$ cat src/rtl/pwm_audio_pkg.sv
// Shared types, constants and the duty scaling helper for the PWM audio output path.
package pwm_audio_pkg;

    localparam int SAMPLE_W_DEFAULT   = 8;
    localparam int FIFO_DEPTH_DEFAULT = 4;

    typedef logic [SAMPLE_W_DEFAULT-1:0] sample_t;

    localparam logic [15:0] UNDERFLOW_MAX = 16'hFFFF;

    // duty = (sample * period) >> sample_w. The product is formed at 64 bits so it
    // holds the full 32+sample_w result; the full-scale sample therefore stays below period.
    function automatic logic [31:0] scale_duty(
        input logic [31:0] sample,
        input logic [31:0] period,
        input int unsigned sample_w
    );
        logic [63:0] product;
        product = {32'd0, sample} * {32'd0, period};
        product = product >> sample_w;
        return product[31:0];
    endfunction

endpackage

$ cat src/rtl/pwm_audio_out_sample_fifo.sv
// Synchronous sample FIFO: a push is ignored when full, a pop is ignored when empty.
module sample_fifo #(
    parameter  int WIDTH = 8,
    parameter  int DEPTH = 4,
    localparam int AW    = $clog2(DEPTH),
    localparam int LW    = AW + 1
) (
    input  logic             clk_in,
    input  logic             rst_in,
    input  logic             push,
    input  logic [WIDTH-1:0] push_data,
    input  logic             pop,
    output logic [WIDTH-1:0] pop_data,
    output logic             full,
    output logic             empty,
    output logic [LW-1:0]    level
);

    logic [WIDTH-1:0] mem [DEPTH];
    logic [AW-1:0]    wr_ptr;
    logic [AW-1:0]    rd_ptr;
    logic [LW-1:0]    count;
    logic             do_push;
    logic             do_pop;

    assign full     = (count == LW'(DEPTH));
    assign empty    = (count == '0);
    assign level    = count;
    assign do_push  = push && !full;
    assign do_pop   = pop && !empty;
    assign pop_data = mem[rd_ptr];

    // DEPTH is a power of two, so the pointers wrap naturally.
    always_ff @(posedge clk_in or posedge rst_in) begin
        if (rst_in) begin
            wr_ptr <= '0;
            rd_ptr <= '0;
            count  <= '0;
        end else begin
            if (do_push) wr_ptr <= wr_ptr + AW'(1);
            if (do_pop)  rd_ptr <= rd_ptr + AW'(1);
            case ({do_push, do_pop})
                2'b10:   count <= count + LW'(1);
                2'b01:   count <= count - LW'(1);
                default: count <= count;
            endcase
        end
    end

    always_ff @(posedge clk_in) begin
        if (do_push) mem[wr_ptr] <= push_data;
    end

endmodule

$ cat src/rtl/pwm_audio_out.sv
// PWM audio output: queues samples, loads a period-scaled duty at each counter wrap,
// and drives a registered PWM bit with underflow reporting.
module pwm_audio_out
    import pwm_audio_pkg::*;
#(
    parameter  int SAMPLE_W   = SAMPLE_W_DEFAULT,
    parameter  int FIFO_DEPTH = FIFO_DEPTH_DEFAULT,
    localparam int LEVEL_W    = $clog2(FIFO_DEPTH) + 1
) (
    input  logic                clk_in,
    input  logic                rst_in,
    input  logic [31:0]         count_in,
    input  logic [31:0]         period_in,
    input  logic [SAMPLE_W-1:0] sample_in,
    input  logic                sample_valid_in,
    output logic                sample_ready_out,
    output logic                pwm_out,
    output logic                frame_out,
    output logic                underflow_out,
    output logic [15:0]         underflow_cnt_out,
    output logic [LEVEL_W-1:0]  level_out
);

    logic                wrap;
    logic                fifo_full;
    logic                fifo_empty;
    logic [SAMPLE_W-1:0] head;
    logic [31:0]         duty_q;
    logic                pwm_q;
    logic                frame_q;
    logic                underflow_q;
    logic [15:0]         underflow_cnt_q;

    // Handshake: a sample transfers on any rising edge where sample_valid_in and
    // sample_ready_out are both high; ready is !full and does not look at valid.
    assign sample_ready_out = !fifo_full;

    assign wrap = (period_in != 32'd0) && (count_in == period_in - 32'd1);

    sample_fifo #(
        .WIDTH (SAMPLE_W),
        .DEPTH (FIFO_DEPTH)
    ) u_fifo (
        .clk_in    (clk_in),
        .rst_in    (rst_in),
        .push      (sample_valid_in),
        .push_data (sample_in),
        .pop       (wrap),
        .pop_data  (head),
        .full      (fifo_full),
        .empty     (fifo_empty),
        .level     (level_out)
    );

    // Duty loads on the wrap edge so count 0 of the new frame already sees it.
    always_ff @(posedge clk_in or posedge rst_in) begin
        if (rst_in) begin
            duty_q <= 32'd0;
        end else if (wrap && !fifo_empty) begin
            duty_q <= scale_duty(32'(head), period_in, SAMPLE_W);
        end
    end

    always_ff @(posedge clk_in or posedge rst_in) begin
        if (rst_in) begin
            frame_q         <= 1'b0;
            underflow_q     <= 1'b0;
            underflow_cnt_q <= 16'd0;
        end else begin
            frame_q     <= wrap;
            underflow_q <= wrap && fifo_empty;
            if (wrap && fifo_empty && (underflow_cnt_q != UNDERFLOW_MAX)) begin
                underflow_cnt_q <= underflow_cnt_q + 16'd1;
            end
        end
    end

    always_ff @(posedge clk_in or posedge rst_in) begin
        if (rst_in) begin
            pwm_q <= 1'b0;
        end else begin
            pwm_q <= (period_in != 32'd0) && (count_in < duty_q);
        end
    end

    assign pwm_out           = pwm_q;
    assign frame_out         = frame_q;
    assign underflow_out     = underflow_q;
    assign underflow_cnt_out = underflow_cnt_q;

endmodule

$ cat config.mk
export PLATFORM = sky130hd
export DESIGN_NAME = pwm_audio_out
export DESIGN_NICKNAME = d
export VERILOG_FILES = /design/src/rtl/pwm_audio_pkg.sv /design/src/rtl/pwm_audio_out_sample_fifo.sv /design/src/rtl/pwm_audio_out.sv
export SDC_FILE = /design/constraint.sdc
export NUM_CORES = 1
export LEC_CHECK = 0
export ABC_AREA = 1
export CORE_MARGIN = 2
export CORE_UTILIZATION = 50
export DETAILED_ROUTE_END_ITERATION = 7
export PLACE_DENSITY = 0.69
export SLEW_MARGIN = 10
export SYNTH_ARGS = -nofsm -noshare
export SYNTH_HDL_FRONTEND = slang
export SYNTH_SLANG_ARGS = --single-unit
$ cat constraint.sdc
create_clock -name clk_in -period 5.6 [get_ports clk_in]
set_input_delay 1.12 -clock clk_in [delete_from_list [all_inputs] [get_ports clk_in]]
set_output_delay 1.12 -clock clk_in [all_outputs]
set_load 0.01 [all_outputs]
==> results.json <==
{
  "placed_area_mm2": 0.0171,
  "required_ps": 5850,
  "synth_seq_area_share": 0.167,
  "hold_buffers": 0,
  "grt_pass1_wl_mm": 72.0,
  "synth_top_area_cell": "fa_1",
  "drive_above_1_share": 0.169,
  "die_w_um": 174,
  "ant_nets": 0,
  "synth_fp_nets": 2326,
  "synth_area_mm2": 0.0145,
  "timing.rr.start": "u_fifo.rd_ptr[0]",
  "drt_wl_total_mm": 44.9,
  "critPathLaunch": "period_in[25]",
  "rsz0062_at_grt": "yes",
  "grt_max_degree": 59,
  "yosys_register_bits": 90,
  "drv_slew": 0,
  "grt_overflow": 0,
  "final-hold-violation-count": 0,
  "cellLeakagePower_nw": 8.80,
  "hp-class": "register to register",
  "core_mm2": 0.0286,
  "drtIter0Drc": 958,
  "crit_type": "primary input to register",
  "port_buffers": 97,
  "clock_sinks": 90,
  "cts_root_buffer": "clkbuf_16",
  "hpwl_mm": 36.8,
  "fin_nets": 2576,
  "setup_viol": 0,
  "fillerInstances": 2560,
  "final_cell_mix": "nand2_1, inv_1, nor2_1",
  "clock_skew_ps": 9.28,
  "outcome": "finished, final reports clean",
  "clk_latency_ps": 350,
  "place_congestion": 0.947,
  "cpPeakStageDelay_ps": 530,
  "antenna_found_initial": 0,
  "syn2layout_area_growth_pct": 24.0,
  "cp_cell_sequence": "clkdlybuf4s50_1, inv_1, buf_4, nor2_1, fa_1, fa_1, fa_1, inv_1, fa_1, inv_1, ha_1, buf_4, nand2_1, nor2_1, nand2_1, nor2_1, a211oi_2, nand2_1, xor2_1, nand2_1, nand2_1, inv_1",
  "grt_pass1_vias": 13900,
  "arrival_ps": 5670,
  "fin_crit_sh": 0.969,
  "synth_ff_type": "dfrtp_1",
  "powerDensity_mw_per_mm2": 643,
  "setup_ws_ps": 173,
  "worstPathMaxFanout": 5,
  "synth_area_leaders": "fa_1, nand2_1, dfrtp_1, inv_1, nor2_1",
  "synth-edff-count": 32,
  "fin_crit_ps": 5430,
  "hp-start": "duty_q[25]",
  "drt_first_pass_iters": 5,
  "antenna_cells": 0,
  "cts.htree.levels": 3,
  "dieArea_mm2": 0.0303,
  "clk_pin_slew_ps": 70,
  "maxSlewHeadroom": 0.450,
  "netlist_instances": 1976,
  "maxCapViolations": 0,
  "die_h_um": 174,
  "max_freq_ghz": 0.184,
  "yosysUniqueCellTypes": 48,
  "drt-wirelength-per-cell_um": 17.2,
  "track_usage": 0.303,
  "cp_common_cell": "nand2_1",
  "synthArstFlopShare": 0.644,
  "cts_buffer_depth": 2,
  "worstMarginPinSlew_ps": 818,
  "cts_tree": "yes",
  "peakVddDrop_mv": 0.519,
  "postLayoutCellArea_mm2": 0.0179,
  "dpl_worst_slack_ps": -558,
  "cp_slowest_cell": "fa_1",
  "final_common_cell": "nand2_1",
  "vias": 13600,
  "cts_made_buffers": 9,
  "drc_errors": 0,
  "yosysWarnings": 0,
  "start_util": 0.506,
  "io-pin-count": 98,
  "num_rows": 62,
  "worstSetupEndpointType": "register",
  "setup_tns_ps": 0,
  "viasPerCell": 5.21,
  "synth_top_area_frac": 0.249,
  "avgSynthCellArea_um2": 7.32,
  "cp-start-kind": "primary input"
}
[synthesized netlist by cell type (8+ instances only)]
cell / instances
nand2_1: 421
inv_1: 371
nor2_1: 345
fa_1: 180
ha_1: 95
nand3_1: 67
a21oi_1: 60
dfrtp_1: 58
xor2_1: 42
nand4_1: 38
o21ai_0: 36
edfxtp_1: 32
xnor2_1: 31
o21ai_1: 28
clkbuf_1: 24
nor3_1: 18
nand3b_1: 12
nor2_2: 11
a31oi_1: 8
buf_6: 8
[logic make-up (layout without fill, tap and decap cells)]
kind of cell | Yosys count | count (layout) | share of synthesized area
simple gates | 952 | 952 | 0.280
buf+inv | 421 | 676 | 0.114
fa+ha+maj | 275 | 275 | 0.331
compound gates | 165 | 165 | 0.0637
flops | 90 | 90 | 0.167
xor+xnor | 73 | 73 | 0.0442
[per-stage QoR]
step | hold WS, ps | util | cells | total power (W)
finish | 497 | 0.627 | 2615 | 0.0115
global route | 527 | 0.627 | 2615 | 0.0127
CTS | 495 | 0.609 | 2613 | 0.0104
detailed placement | 476 | 0.599 | 2597 | 0.00957
global placement | 474 | 0.599 | 2597 | 0.00951
floorplan | 449 | - | 1976 | 0.00595
[timing repair]
item	4_1_cts	5_1_grt
setup buffers	0	2
pin swaps	0	27
resized for setup	14	150
setup endpoints to repair	27	28
[worst max-delay path: cells and delay by family]
family          cells  cell delay, ps
xor+xnor            1             140
fa+ha+maj           5            2290
buf+inv             7            1020
simple gates        8            1020
compound gates      1              60
[state kept, by name, indices dropped and copies added, names as in the netlist]
signal,flops
duty_q,32
frame_out,1
pwm_out,1
u_fifo.level,3
u_fifo.mem,32
u_fifo.rd_ptr,2
u_fifo.wr_ptr,2
underflow_cnt_out,16
underflow_out,1
[metal layers]
metal | track usage | vias to the layer above | routed length (um)
li1 | - | 6569 | -
met1 | 0.390 | 6546 | 19000
met2 | 0.526 | 443 | 21700
met3 | 0.0350 | 77 | 2340
met4 | 0.110 | 0 | 1830
met5 | 0 | - | 0
[final timing paths]
path / to / slack [ps] / cells past startpoint
worst max register to register: duty_q[31] / 290 / 26
max in group asynchronous: duty_q[16] / 3730 / 3
worst max-delay path: duty_q[31] / 170 / 22
worst min-delay path: duty_q[25] / 500 / 2
min in group asynchronous: underflow_cnt_out[7] / 1320 / 3
worst min register to register: duty_q[25] / 500 / 2
[power by group]
group / internal (W) / total (W) / switching (W)
Combinational: 0.00459 / 0.0101 / 0.00556
Sequential: 0.000753 / 0.000784 / 0.0000317
Clock: 0.000315 / 0.000608 / 0.000294
Total: 0.00566 / 0.0115 / 0.00588
[final cells by class]
class,instances,area (um2),area share
Tap cell,384,480,0.0268
Clock inverter,6,57.6,0.00321
Inverter,381,1440,0.0801
Timing Repair Buffer,279,2420,0.135
Sequential cell,90,2410,0.134
Multi-Input combinational cell,1465,10900,0.608
Clock buffer,10,229,0.0128
No activity file was read; power rests on OpenSTA's default activity.
